==> src/rtl/uart_pkg.sv <==
// Shared definitions for the UART transmitter and receiver: frame states,
// data width, idle line level and the parity helper.
package uart_pkg;

    typedef enum logic [2:0] {
        IDLE   = 3'd0,
        START  = 3'd1,
        DATA   = 3'd2,
        PARITY = 3'd3,
        STOP   = 3'd4
    } uart_state_e;

    localparam int   DATA_BITS  = 8;
    localparam logic IDLE_LEVEL = 1'b1;

    // Even parity makes the total count of ones even; odd parity makes it odd.
    function automatic logic parity_bit(input logic [DATA_BITS-1:0] data, input logic odd);
        return odd ? ~^data : ^data;
    endfunction

endpackage

==> src/rtl/uart_tx_if.sv <==
// Host-side byte handshake and serial line of the UART transmitter.
interface uart_tx_if;
    import uart_pkg::*;

    logic                 start;
    logic [DATA_BITS-1:0] data_in;
    logic                 tx;
    logic                 busy;
    logic                 done_t;

    modport master (output start, data_in, input tx, busy, done_t);
    modport slave  (input start, data_in, output tx, busy, done_t);

endinterface

==> src/rtl/uart_baud_gen.sv <==
// Bit-period divider: counts 0..CLKS_PER_BIT-1 and flags the last cycle of each bit.
module uart_baud_gen #(
    parameter int CLKS_PER_BIT = 16
) (
    input  logic clk,
    input  logic rst,
    input  logic clr_i,
    output logic tick_o
);

    localparam int CNT_W = (CLKS_PER_BIT > 1) ? $clog2(CLKS_PER_BIT) : 1;
    localparam logic [CNT_W-1:0] LAST = CNT_W'(CLKS_PER_BIT - 1);

    logic [CNT_W-1:0] cnt_q;
    logic [CNT_W-1:0] cnt_d;

    always_comb begin
        cnt_d = cnt_q + 1'b1;
        if (clr_i || (cnt_q == LAST)) begin
            cnt_d = '0;
        end
    end

    always_ff @(posedge clk or posedge rst) begin
        if (rst) begin
            cnt_q <= '0;
        end else begin
            cnt_q <= cnt_d;
        end
    end

    assign tick_o = (cnt_q == LAST);

endmodule

==> src/rtl/uart_tx.sv <==
// UART transmitter: start bit, 8 data bits LSB first, optional parity, 1 or 2 stop bits.
module uart_tx
    import uart_pkg::*;
#(
    parameter int CLKS_PER_BIT = 16,
    parameter int PARITY_EN    = 1,
    parameter int PARITY_ODD   = 0,
    parameter int STOP_BITS    = 1
) (
    input  logic       clk,
    input  logic       rst,
    uart_tx_if.slave   bus
);

    localparam logic [2:0] LAST_BIT  = 3'(DATA_BITS - 1);
    localparam logic [2:0] LAST_STOP = 3'(STOP_BITS - 1);

    uart_state_e          state_q;
    logic [DATA_BITS-1:0] shift_q;
    logic                 par_q;
    logic [2:0]           idx_q;
    logic                 tx_q;
    logic                 busy_q;
    logic                 done_q;
    logic                 tick;
    logic                 baud_clr;

    // Holding the divider clear while idle phase-aligns bit 0 to the accept edge.
    assign baud_clr = (state_q == IDLE);

    uart_baud_gen #(
        .CLKS_PER_BIT(CLKS_PER_BIT)
    ) u_baud (
        .clk   (clk),
        .rst   (rst),
        .clr_i (baud_clr),
        .tick_o(tick)
    );

    always_ff @(posedge clk or posedge rst) begin
        if (rst) begin
            state_q <= IDLE;
            shift_q <= '0;
            par_q   <= 1'b0;
            idx_q   <= '0;
            tx_q    <= IDLE_LEVEL;
            busy_q  <= 1'b0;
            done_q  <= 1'b0;
        end else begin
            done_q <= 1'b0;
            case (state_q)
                IDLE: begin
                    if (bus.start) begin
                        shift_q <= bus.data_in;
                        par_q   <= parity_bit(bus.data_in, PARITY_ODD != 0);
                        idx_q   <= '0;
                        tx_q    <= 1'b0;
                        busy_q  <= 1'b1;
                        state_q <= START;
                    end
                end
                START: begin
                    if (tick) begin
                        tx_q    <= shift_q[0];
                        state_q <= DATA;
                    end
                end
                DATA: begin
                    if (tick) begin
                        if (idx_q == LAST_BIT) begin
                            idx_q <= '0;
                            if (PARITY_EN != 0) begin
                                tx_q    <= par_q;
                                state_q <= PARITY;
                            end else begin
                                tx_q    <= IDLE_LEVEL;
                                state_q <= STOP;
                            end
                        end else begin
                            // tx takes the next bit now, so it is read before the shift lands.
                            shift_q <= shift_q >> 1;
                            tx_q    <= shift_q[1];
                            idx_q   <= idx_q + 3'd1;
                        end
                    end
                end
                PARITY: begin
                    if (tick) begin
                        tx_q    <= IDLE_LEVEL;
                        state_q <= STOP;
                    end
                end
                STOP: begin
                    if (tick) begin
                        if (idx_q == LAST_STOP) begin
                            idx_q   <= '0;
                            busy_q  <= 1'b0;
                            done_q  <= 1'b1;
                            state_q <= IDLE;
                        end else begin
                            idx_q <= idx_q + 3'd1;
                        end
                    end
                end
                default: state_q <= IDLE;
            endcase
        end
    end

    assign bus.tx     = tx_q;
    assign bus.busy   = busy_q;
    assign bus.done_t = done_q;

endmodule
==> src/flat_wrapper.sv <==
// flat-port wrapper written by rule: the top's interface ports become plain ports
module uart_tx_flat import uart_pkg::*;
#(
    parameter int CLKS_PER_BIT = 16,
    parameter int PARITY_EN    = 1,
    parameter int PARITY_ODD   = 0,
    parameter int STOP_BITS    = 1
)
  (clk, rst, bus_start, bus_data_in, bus_tx, bus_busy, bus_done_t);
  uart_tx_if bus_i ();
  input  logic clk;
  input  logic rst;
  input wire logic [$bits(bus_i.start)-1:0] bus_start;
  input wire logic [$bits(bus_i.data_in)-1:0] bus_data_in;
  output wire logic [$bits(bus_i.tx)-1:0] bus_tx;
  output wire logic [$bits(bus_i.busy)-1:0] bus_busy;
  output wire logic [$bits(bus_i.done_t)-1:0] bus_done_t;
  assign bus_i.start = bus_start;
  assign bus_i.data_in = bus_data_in;
  assign bus_tx = bus_i.tx;
  assign bus_busy = bus_i.busy;
  assign bus_done_t = bus_i.done_t;
  uart_tx #(.CLKS_PER_BIT(CLKS_PER_BIT), .PARITY_EN(PARITY_EN), .PARITY_ODD(PARITY_ODD), .STOP_BITS(STOP_BITS)) u_core (.clk(clk), .rst(rst), .bus(bus_i));
endmodule
==> config.mk <==
export PLATFORM = sky130hd
export DESIGN_NAME = uart_tx_flat
export DESIGN_NICKNAME = d
export VERILOG_FILES = /design/src/rtl/uart_pkg.sv /design/src/rtl/uart_tx_if.sv /design/src/rtl/uart_baud_gen.sv /design/src/rtl/uart_tx.sv /design/src/flat_wrapper.sv
export SDC_FILE = /design/constraint.sdc
export NUM_CORES = 1
export LEC_CHECK = 0
export CORE_AREA = 2 2 46 80
export CTS_CLUSTER_DIAMETER = 50
export DETAILED_ROUTE_END_ITERATION = 10
export DIE_AREA = 0 0 48 82
export HOLD_SLACK_MARGIN = 0.1
export PLACE_DENSITY = 0.63
export SLEW_MARGIN = 0
export SYNTH_ARGS = -nofsm -noshare
export SYNTH_HDL_FRONTEND = slang
export SYNTH_SLANG_ARGS = --single-unit
==> constraint.sdc <==
create_clock -name clk -period 1.97 [get_ports clk]
set_input_delay 0.394 -clock clk [delete_from_list [all_inputs] [get_ports clk]]
set_output_delay 0.394 -clock clk [all_outputs]
set_load 0.01 [all_outputs]
Word level (Yosys, flattened, before mapping)
Index checks and enable logic that the tools add are counted.
{"block": "classes", "add_sub_neg": 2, "n_reduce_logical": 14, "muxes": 32, "n_eq_ne": 14}
{"cell": "$mux W3", "count": 12}
{"cell": "$mux W8", "count": 3}
{"cell": "$pmux W8 S2", "count": 1}
{"cell": "$pmux W3 S5", "count": 1}
{"cell": "$ne A2 B1 Y1 const B", "count": 6}
{"cell": "$reduce_and A4 Y1", "count": 3}
{"cell": "$mux W1", "count": 11}
{"cell": "$pmux W3 S3", "count": 1}
{"cell": "$reduce_xor A8 Y1", "count": 1}
{"cell": "$reduce_and A7 Y1", "count": 1}
{"cell": "$eq A3 B2 Y1 const B", "count": 2}
{"cell": "$eq A3 B3 Y1 const B", "count": 2}
{"cell": "$logic_not A3 Y1", "count": 2}
{"cell": "$reduce_and A5 Y1", "count": 1}
{"cell": "$add A4 B1 Y4 const B", "count": 1}
{"cell": "$eq A4 B4 Y1 const B", "count": 1}
{"cell": "$mux W4", "count": 1}
{"cell": "$ne A2 B2 Y1 const B", "count": 2}
{"cell": "$pmux W1 S4", "count": 1}
{"cell": "$reduce_bool A2 Y1", "count": 2}
{"cell": "$reduce_bool A4 Y1", "count": 1}
{"cell": "$add A3 B1 Y3 const B", "count": 1}
{"cell": "$eq A3 B1 Y1 const B", "count": 1}
{"cell": "$reduce_bool A3 Y1", "count": 1}
{"cell": "other kinds (3)", "count": 3}
{"block": "totals", "inputBits": 11, "output_inout_bits": 3, "ff_bits": 22, "elab_cells": 70}

Depth between registers and ports, before layout
{"block": "logic_depth", "word_depth": 4, "ltp_mapped": 7, "mapped_depth_nobuf": 6}

Modules after synthesis
A second synthesis with hierarchy kept.
{"block": "hier_totals", "cells_unflattened": 125, "hier_area_um2": 1303.8}
{"mod": "uart_tx", "cells_per_inst": 111, "instances": 1, "area_each_um2": 1128.6, "seq_area_each_um2": 451.7}
{"mod": "uart_baud_gen", "cells_per_inst": 14, "instances": 1, "area_each_um2": 175.2, "seq_area_each_um2": 100.1}

Worst setup path after synthesis
OpenSTA, ideal clock, no wires.
{"block": "synth_timing", "path_kind": "flip-flop to flip-flop", "start": "reg u_core.idx_q[0]", "end": "reg u_core.shift_q[7]", "path_stages_with_launch": 7, "path_buffers": 0, "required_ns": 1.850, "path_slack_ns": 0.043, "t_arrival_ns": 1.807, "setup_ns": 0.120, "period_less_slack_ns": 1.927, "path_cell_list": "dfrtp_1 ha_1 ha_1 nand4b_2 a2111oi_4 nor2b_1 a31o_2"}
{"block": "synth_between", "elab_chain_len": 3}
{"item": "start, declared", "line": "uart_tx.sv:21", "rtl": "logic [2:0] idx_q;"}
{"item": "start signal, assigned", "line": "uart_tx.sv:83", "rtl": "idx_q <= idx_q + 3'd1;"}
{"item": "start signal, assigned", "line": "uart_tx.sv:101", "rtl": "idx_q <= idx_q + 3'd1;"}
{"item": "$eq A3 B3 Y1", "line": "uart_tx.sv:70", "rtl": "if (idx_q == LAST_BIT) begin"}
{"item": "$ne A2 B2 Y1 (no source line)"}
{"item": "$reduce_and A4 Y1 (no source line)"}
{"item": "end signal, assigned", "line": "uart_tx.sv:54", "rtl": "shift_q <= bus.data_in;"}
{"item": "end signal, assigned", "line": "uart_tx.sv:81", "rtl": "shift_q <= shift_q >> 1;"}
{"item": "end, declared", "line": "uart_tx.sv:19", "rtl": "logic [DATA_BITS-1:0] shift_q;"}
No other way between the ends.
A chain may end at the register's enable or synchronous reset.

Worst setup path after layout
{"block": "layout_timing", "start": "reg u_core.u_baud.cnt_q[0]", "end": "reg u_core.idx_q[0]"}
{"block": "layout_between", "elab_chain_len": 3, "word_cells_on_any_way": 4, "classes_between": "eq/ne: 3; reduce/logical: 1"}
{"item": "start, declared", "line": "uart_baud_gen.sv:14", "rtl": "logic [CNT_W-1:0] cnt_q;"}
{"item": "start signal, assigned", "line": "uart_baud_gen.sv:28", "rtl": "cnt_q <= cnt_d;"}
{"item": "$eq A4 B4 Y1 *", "line": "uart_baud_gen.sv:32", "rtl": "assign tick_o = (cnt_q == LAST);"}
{"item": "$ne A2 B1 Y1 (no source line)"}
{"item": "$reduce_and A4 Y1 (no source line) *"}
Mark *: on every way between the ends. The rest lies on a longest branch, timed or not.

==> out/metrics.cfg <==
[timing]
fmax_mhz=536
slew_viol_final=0
relSlewSlack_pct=72.3
period_minus_slack_ns=1.87
worst_pin_slew_ns=0.416
finalClockSkew_ns=0.00560
finalSetupViolations=0
period_share_pct=94.7
hold_violations=0

[drt]
drt_iter0_markers=30
detail_route.wl_per_cell_um=13.6
drc=0
via_per_inst=5.26
num_vias=994
wl_mm=2.57
drtPass1Iterations=4
detail-route-antenna-nets=0

[grt]
grt-ovfl-total=0
grtUsageMet3_pct=2.20
grt_pass1_vias=981
grt_pass1_wl_mm=4.24
grt_antenna_before_repair=0
grt_busiest_layer=met2
use_met2_pct=26.5
grt_max_degree=16
grt_use_met1_pct=16.2
track_usage_pct=15.0

[synth]
syn_area_per_cell_um2=10.0
synthSimpleGateAreaFrac_pct=15.2
syn_nets=142
yosysMostFrequentCell=dfrtp_1
synthMuxAreaShare_pct=8.00
synth_cell_types=34
synth_edf_count=0
synth_top_area_share_pct=41.5
ys_top_cells_by_count=21 x dfrtp_1, 13 x nor2_1, 12 x a21oi_1
ys.warnings.count=0
synth_area_leader_cell=dfrtp_1
synth_flop_cell=dfrtp_1
synth_adder_area_share_pct=4.94
synth_xor_area_share_pct=6.92
synth_area_mm2=0.00127
synth_top_family_by_area=compound AO/OA/AOI/OAI gates
async_flop_share_pct=100
synth_compound_area_share_pct=16.1
yosysSeqAreaShare_pct=43.6
netlist_top_cells_area=dfrtp_1 42%, mux2i_1 7.1%, xnor2_1 6.2%
syn-instance-count=126
ys_ff_latch=22

[place]
dp_hpwl_mm=1.92
globalplace.congestion=0.904
numPortBuffers=13

[clock_tree]
cts_sinks=22
cts_setup_buffers=0
ctsHoldBuffers=0
htreeDepth=1
tritoncts=done
cts_buffers=3
clock_latency_ns=0.26
cts_buffer_depth=2
cts-root-buf=clkbuf_8
path_clk_slew_ns=0.08

[setup_path]
crit_type=reg2reg
r2r-start=u_core.u_baud.cnt_q[0]
crit_start=u_core.u_baud.cnt_q[0]
reg2regPathDepth=5
r2r_slack_ns=0.10
r2r-end=u_core.idx_q[0]
critPathArrivalTime_ns=2.01
cp_max_fo=6
cp.required_ns=2.11
critPathLaunchType=register
critPathTopFamily=flip-flops
crit_chain=ha_1, and3_2, a211o_1, nand2_1, mux2_2
path_buf_inv=0
cpPeakStageDelay_ns=0.41
crit_cells=5
endpoint_kind=register
cp_slowest_cell=dfrtp_1

[die]
initial_core_util_pct=38.0
dieArea_mm2=0.00394
rows=28
dieWidth_um=48
die_y_um=82
io_pins=14
core_mm2=0.00333

[cells_and_area]
utilization_pct=45.9
seq_area_um2=552
drive_gt1_share_pct=16.0
nets=161
multi_input_area_um2=651
antenna_cells=0
synthToLayoutAreaGrowth_pct=20.7
fillers=334

[status]
status=finished clean

[power]
cellLeakagePower_uw=0.000634
power_uw=825
peakVddDrop_v=0.000425
p_per_area_mw_per_mm2=540

[run]
drv_cap=0

[worst_hold_path]
holdCritPathClass=in2async

cell families (layout without fill, tap and decap cells):
family / Yosys count / after routing
compound gates: 28 / 28
xor+xnor: 10 / 10
simple gates: 37 / 37
fa+ha+maj: 5 / 5
flops: 22 / 22
mux: 10 / 10
buf+inv: 14 / 32
where the power goes:
part	switching (uW)	internal, uW	total, uW
sequential	3.59	458	462
combinational	31.4	42.9	74.3
clock	145	144	289
through the flow:
step / setup TNS [ns] / hold slack [ns] / cells / setup slack, ns / instance area, um^2
finish: 0 / 0.422 / 189 / 0.104 / 1530
global route: -0.00527 / 0.463 / 189 / -0.00527 / 1530
CTS: 0 / 0.439 / 188 / 0.0150 / 1520
detailed placement: 0 / 0.490 / 184 / 0.0123 / 1470
global placement: 0 / 0.482 / 184 / 0.0360 / 1470
floorplan: 0 / 0.382 / 126 / 0.0428 / 1270
registers in the layout (all words and copies together) (netlist names):
register	flops
u_core.shift_q	8
u_core.bus.done_t	1
u_core.idx_q	3
u_core.state_q	3
u_core.bus.tx	1
u_core.bus.busy	1
u_core.par_q	1
u_core.u_baud.cnt_q	4
how the worst max path moves through the flow:
stage                                    to
final                       u_core.idx_q[0]
after global placement    u_core.shift_q[6]
after floorplan           u_core.shift_q[7]
after CTS                 u_core.shift_q[6]
after global routing      u_core.shift_q[6]
after detailed placement  u_core.shift_q[6]
placed cells by master (no fill, tap or decap), drive strengths merged, types with 2 or more instances in the layout:
cell / synthesis / routed
buf: 5 / 9
nor3: 4 / 4
nor2b: 2 / 2
clkdlybuf4s50: 0 / 13
dfrtp: 21 / 21
mux2i: 9 / 9
nand3: 3 / 3
a21oi: 15 / 15
clkbuf: 3 / 4
inv: 6 / 6
nor2: 13 / 13
nor3b: 2 / 2
o21ai: 2 / 2
nand4b: 3 / 3
o41ai: 2 / 2
nand2: 7 / 7
xnor2: 9 / 9
a31oi: 3 / 3
ha: 5 / 5
layer usage:
layer  wire (um)  vias up  part of all wire [%]
met2        1390       27                    54
met1        1030      488                    40
met5           0        -                     0
met4          53        0                   2.1
met3          92        4                   3.6
li1            -      475                     -
area by class of cell:
type                       count  share of cell area (%)
tap                           45                    3.69
clock buffer                   4                    2.95
multi-input combinational     90                    42.6
inverter                       6                    1.47
sequential                    22                    36.1
timing repair buffer          22                    13.2
what timing repair did:
| item | in CTS | in global routing |
|---|---|---|
| cloned | 0 | 1 |
| resized for setup | 1 | 3 |
| pin swaps | 0 | 1 |
| endpoints found under the hold margin | 0 | 0 |
| endpoints found under the setup margin | 1 | 8 |
(Power assumes the default switching activity.)
